[src/rtl/serial_add_ctrl.sv]
// Bit-serial adder: one full-adder slice walks WIDTH bits LSB first.
// Define SERIAL_SUB_EN to add the sub port and A-B operation.
module serial_add_ctrl #(
    parameter int WIDTH = 8
) (
    input  logic             clk,
    input  logic             rst_n,
    input  logic             start,
    input  logic             abort,
    input  logic [WIDTH-1:0] a,
    input  logic [WIDTH-1:0] b,
    input  logic             c_in,
`ifdef SERIAL_SUB_EN
    input  logic             sub,
`endif
    output logic [WIDTH-1:0] sum,
    output logic             c_out,
    output logic             overflow,
    output logic             busy,
    output logic             done
);

    localparam int CW = $clog2(WIDTH);

    typedef enum logic [1:0] {
        IDLE = 2'd0,
        RUN  = 2'd1,
        DONE = 2'd2
    } state_t;

    state_t           state_q, state_d;
    logic [WIDTH-1:0] a_q, a_d;
    logic [WIDTH-1:0] b_q, b_d;
    logic             sub_q, sub_d;
    logic             carry_q, carry_d;
    logic [CW-1:0]    cnt_q, cnt_d;
    logic [WIDTH-2:0] sh_q, sh_d;
    logic [WIDTH-1:0] sum_q, sum_d;
    logic             cout_q, cout_d;
    logic             ovf_q, ovf_d;

    logic             sub_w;
    logic             x, y, s, co;
    logic [WIDTH-1:0] res;

`ifdef SERIAL_SUB_EN
    assign sub_w = sub;
`else
    assign sub_w = 1'b0;
`endif

    // Single bit slice; B is inverted on the fly for subtraction
    assign x   = a_q[0];
    assign y   = b_q[0] ^ sub_q;
    assign s   = x ^ y ^ carry_q;
    assign co  = (x & y) | (carry_q & (x ^ y));
    assign res = {s, sh_q};

    always_comb begin
        state_d = state_q;
        a_d     = a_q;
        b_d     = b_q;
        sub_d   = sub_q;
        carry_d = carry_q;
        cnt_d   = cnt_q;
        sh_d    = sh_q;
        sum_d   = sum_q;
        cout_d  = cout_q;
        ovf_d   = ovf_q;
        unique case (state_q)
            IDLE: begin
                if (start) begin
                    a_d     = a;
                    b_d     = b;
                    sub_d   = sub_w;
                    carry_d = sub_w ? 1'b1 : c_in;
                    cnt_d   = '0;
                    state_d = RUN;
                end
            end
            RUN: begin
                if (abort) begin
                    state_d = IDLE;
                end else begin
                    a_d     = a_q >> 1;
                    b_d     = b_q >> 1;
                    sh_d    = res[WIDTH-1:1];
                    carry_d = co;
                    cnt_d   = cnt_q + CW'(1);
                    if (cnt_q == CW'(WIDTH - 1)) begin
                        sum_d   = res;
                        cout_d  = co;
                        ovf_d   = carry_q ^ co;
                        state_d = DONE;
                    end
                end
            end
            DONE: begin
                state_d = IDLE;
            end
            default: begin
                state_d = IDLE;
            end
        endcase
    end

    always_ff @(posedge clk or negedge rst_n) begin
        if (!rst_n) begin
            state_q <= IDLE;
            a_q     <= '0;
            b_q     <= '0;
            sub_q   <= 1'b0;
            carry_q <= 1'b0;
            cnt_q   <= '0;
            sh_q    <= '0;
            sum_q   <= '0;
            cout_q  <= 1'b0;
            ovf_q   <= 1'b0;
        end else begin
            state_q <= state_d;
            a_q     <= a_d;
            b_q     <= b_d;
            sub_q   <= sub_d;
            carry_q <= carry_d;
            cnt_q   <= cnt_d;
            sh_q    <= sh_d;
            sum_q   <= sum_d;
            cout_q  <= cout_d;
            ovf_q   <= ovf_d;
        end
    end

    assign sum      = sum_q;
    assign c_out    = cout_q;
    assign overflow = ovf_q;
    assign busy     = (state_q == RUN);
    assign done     = (state_q == DONE);

endmodule

[config.mk]
export PLATFORM = sky130hd
export DESIGN_NAME = serial_add_ctrl
export DESIGN_NICKNAME = d
export VERILOG_FILES = /design/src/rtl/serial_add_ctrl.sv
export SDC_FILE = /design/constraint.sdc
export NUM_CORES = 1
export LEC_CHECK = 0
export ABC_AREA = 1
export CAP_MARGIN = 40
export CORE_ASPECT_RATIO = 1.4
export CORE_MARGIN = 2
export CORE_UTILIZATION = 24
export CTS_BUF_LIST = sky130_fd_sc_hd__clkbuf_4
export DETAILED_ROUTE_END_ITERATION = 8
export MAX_ROUTING_LAYER = met4
export PLACE_DENSITY_LB_ADDON = 0.15
export SLEW_MARGIN = 30
export SYNTH_ARGS = -nofsm -noshare
export SYNTH_HDL_FRONTEND = slang
export SYNTH_SLANG_ARGS = --single-unit
[constraint.sdc]
create_clock -name clk -period 1.4 [get_ports clk]
set_input_delay 0.28 -clock clk [delete_from_list [all_inputs] [get_ports clk]]
set_output_delay 0.28 -clock clk [all_outputs]
set_load 0.01 [all_outputs]
==> run_results.csv <==
group,metric,value,unit
global_routing,grt_pass1_wl,7.797,mm
placed_design,dp.final_hpwl,3.336,mm
cells_and_area,stdcell_area,2577,um^2
timing,hold_viol,0,
floorplanning,placementRows,38,
synthesis,syn_nets,260,
timing,fin_ws,0.01138,ns
synthesis,synth_compound_area_share,0.2639,%
setup_path,crit_path_end_kind,"primary output",
drt,firstDrtPassIters,4,
global_routing,antenna_found_initial,1,
timing,timing.final.crit_share,99.19,%
synthesis,synth_area,1897,um^2
power,max-vdd-ir-drop,0.3489,mV
drt,viasPerCell,4.227,
floorplanning,die_h,109.2,um
drt,wl,4.751,mm
cells_and_area,nets,309,
placed_design,placed_area,2407,um^2
timing,slew_headroom,73.60,%
synthesis,yosys_warnings,0,
cells_and_area,final_util,33.46,%
drt,drc,0,
clocking,clk_pin_slew,0.12,ns
synthesis,synth_top_area_share,51.45,%
floorplanning,fp.dieArea,8641,um^2
global_routing,grt_pass1_vias,1600,
cells_and_area,fill_cells,861,
power,p_leak,0.001409,uW
clocking,htree_num_levels,2,
power,p_per_area,1271,nW/um^2
synthesis,synth.area.mux_share,0,%
global_routing,grt_start_max_net_pins,26,
synthesis,synth.ff_latch_count,39,
cells_and_area,drive_above_1_share,15.73,%
clocking,clock_latency,0.34,ns
synthesis,synthMostInstantiatedCell,"nand2_1",
timing,fin_tns_setup,0,ns
timing,fin_crit,1.389,ns
global_routing,grtUsageTotal,12.17,%
synthesis,ys_top_cells_by_count,"nand2_1 (115), nand3_1 (46), dfrtp_1 (39)",
placed_design,place_ws,-0.1511,ns
clocking,cts_buffer_depth,2,
synthesis,ys_async_sr_fraction,100.0,%
floorplanning,dieWidth,79.14,um
synthesis,synth_top_family_by_area,"simple AND/OR/NAND/NOR gates",
drt,routed-via-count,1636,
clocking,root_buffer,"clkbuf_4",
setup_path,crit_fanout,3,
cells_and_area,multiInputGateArea,832.0,um^2
drt,drtAntennaViolNets,0,
synthesis,yosysTopAreaCell,"dfrtp_1",
synthesis,postSynthAreaPerCell,8.037,um^2
setup_path,crit_type,"reg -> out",
worst_hold_path,hold_path.class,"in -> async",
timing,setup_viol,0,
power,power,3277,uW
placed_design,portBuffers,32,
floorplanning,coreArea,7702,um^2
timing,worst_pin_slew,0.3960,ns
timing,skew,0.006480,ns
cells_and_area,area_growth,35.88,%
synthesis,synthAdderAreaFrac,2.375,%
cells_and_area,seq_area,977.2,um^2
synthesis,syn_inst,236,
timing,maxSlewViolCount,0,
outcome,status,"finished clean",
setup_path,required,1.12,ns
clocking,tritoncts,"done",
setup_path,cp.arrival,1.11,ns
synthesis,seq_area_frac_synth,51.45,%
placed_design,place_congestion,0.7568,
floorplanning,ios,33,
timing,fmax,720.1,MHz
clocking,numCtsBuffers,5,
drt,drtIter0Drc,74,
global_routing,grt_overflow,0,
synthesis,synth.area.top_cells,"dfrtp_1 (51%), nand2_1 (23%), nand3_1 (12%)",
synthesis,synth_edf_count,0,
synthesis,ys.flop_type,"dfrtp_1",
clocking,cts_sinks,39,
synthesis,synth_xor_area_share,0,%
timing,rsz0062_at_grt,"yes",
synthesis,synth_cell_type_count,18,
setup_path,critPathLaunchType,"flop",
run,drv_cap,0,
drt,wire_per_inst,12.28,um
synthesis,synth-simple-area-share,38.72,%
floorplanning,initial_utilization,24.63,%
[layer usage]
layer,track usage [%],vias to the layer above,routed length [um]
met1,15.01,750,2209
li1,-,844,-
met2,19.73,37,2304
met3,2.235,5,150
met5,-,-,0
met4,4.803,0,87
[layout make-up]
type / count / share of cell area (%)
clock inverter: 3 / 1.505
clock buffer: 5 / 1.456
sequential: 39 / 37.91
multi-input combinational: 176 / 32.28
antenna: 1 / 0.09709
inverter: 9 / 1.311
tap: 100 / 4.854
timing repair buffer: 54 / 20.58
[flip-flops by register name (all words and copies together) (netlist names)]
| register | cells |
|---|---|
| sh_q | 7 |
| a_q | 8 |
| c_out | 1 |
| carry_q | 1 |
| sum | 8 |
| b_q | 8 |
| state_q | 2 |
| overflow | 1 |
| cnt_q | 3 |
[worst paths after layout]
kind                                             to  cells past startpoint  slack (ns)                   start
worst max register to register   a_q[3]$_DFFE_PN0P_                      7        0.04  state_q[0]$_DFFE_PN0P_
max in group asynchronous       carry_q$_DFFE_PN0P_                      3        0.54                   rst_n
worst min-delay path             a_q[4]$_DFFE_PN0P_                      2        0.40                   rst_n
min in group clk                 sum[0]$_DFFE_PN0P_                      2        0.49      sum[0]$_DFFE_PN0P_
worst max-delay path                           done                      3        0.01  state_q[0]$_DFFE_PN0P_
worst min register to register   sum[0]$_DFFE_PN0P_                      2        0.49      sum[0]$_DFFE_PN0P_
[power by group]
group	switching, uW	internal (uW)	total, uW
combinational	498	441	938
sequential	187	1400	1580
clock	388	368	756
total	1070	2200	3280
[worst max-delay path: stages (launching register included)]
cell,delay [ns]
dfrtp_1,0.43
buf_6,0.14
nor2_4,0.09
buf_6,0.11
[cell families (layout without fill, tap and decap cells)]
group / count (synthesis) / count (layout)
compound gates: 1 / 1
fa+ha+maj: 3 / 3
buf+inv: 22 / 71
flops: 39 / 39
other cells: 0 / 1
simple gates: 171 / 172
[per-stage QoR]
stage | hold slack (ns) | instances
after floorplan | -0.01559 | 236
after global placement | 0.2334 | 373
after detailed placement | 0.2297 | 373
after CTS | 0.3858 | 384
after global routing | 0.4130 | 387
final | 0.3965 | 387
[timing repair]
item / in CTS / in global routing
gates cloned: 0 / 2
pin swaps: 0 / 3
setup endpoints to repair: 12 / 39
setup buffers: 2 / 0
hold endpoints to repair: 14 / 0
resized for setup: 24 / 11
hold buffers: 1 / 0
[layout by cell type (no fill, tap or decap), drive strengths merged]
| cell | instances |
|---|---|
| o21ai | 1 |
| nand2 | 117 |
| dlygate4sd3 | 1 |
| ha | 2 |
| nand3 | 47 |
| dlygate4sd2 | 10 |
| diode | 1 |
| clkinv | 2 |
| inv | 9 |
| clkbuf | 5 |
| fa | 1 |
| nor2 | 8 |
| dfrtp | 39 |
| buf | 24 |
| bufinv | 1 |
| clkdlybuf4s50 | 19 |
Power figures use the tool's default switching activity.
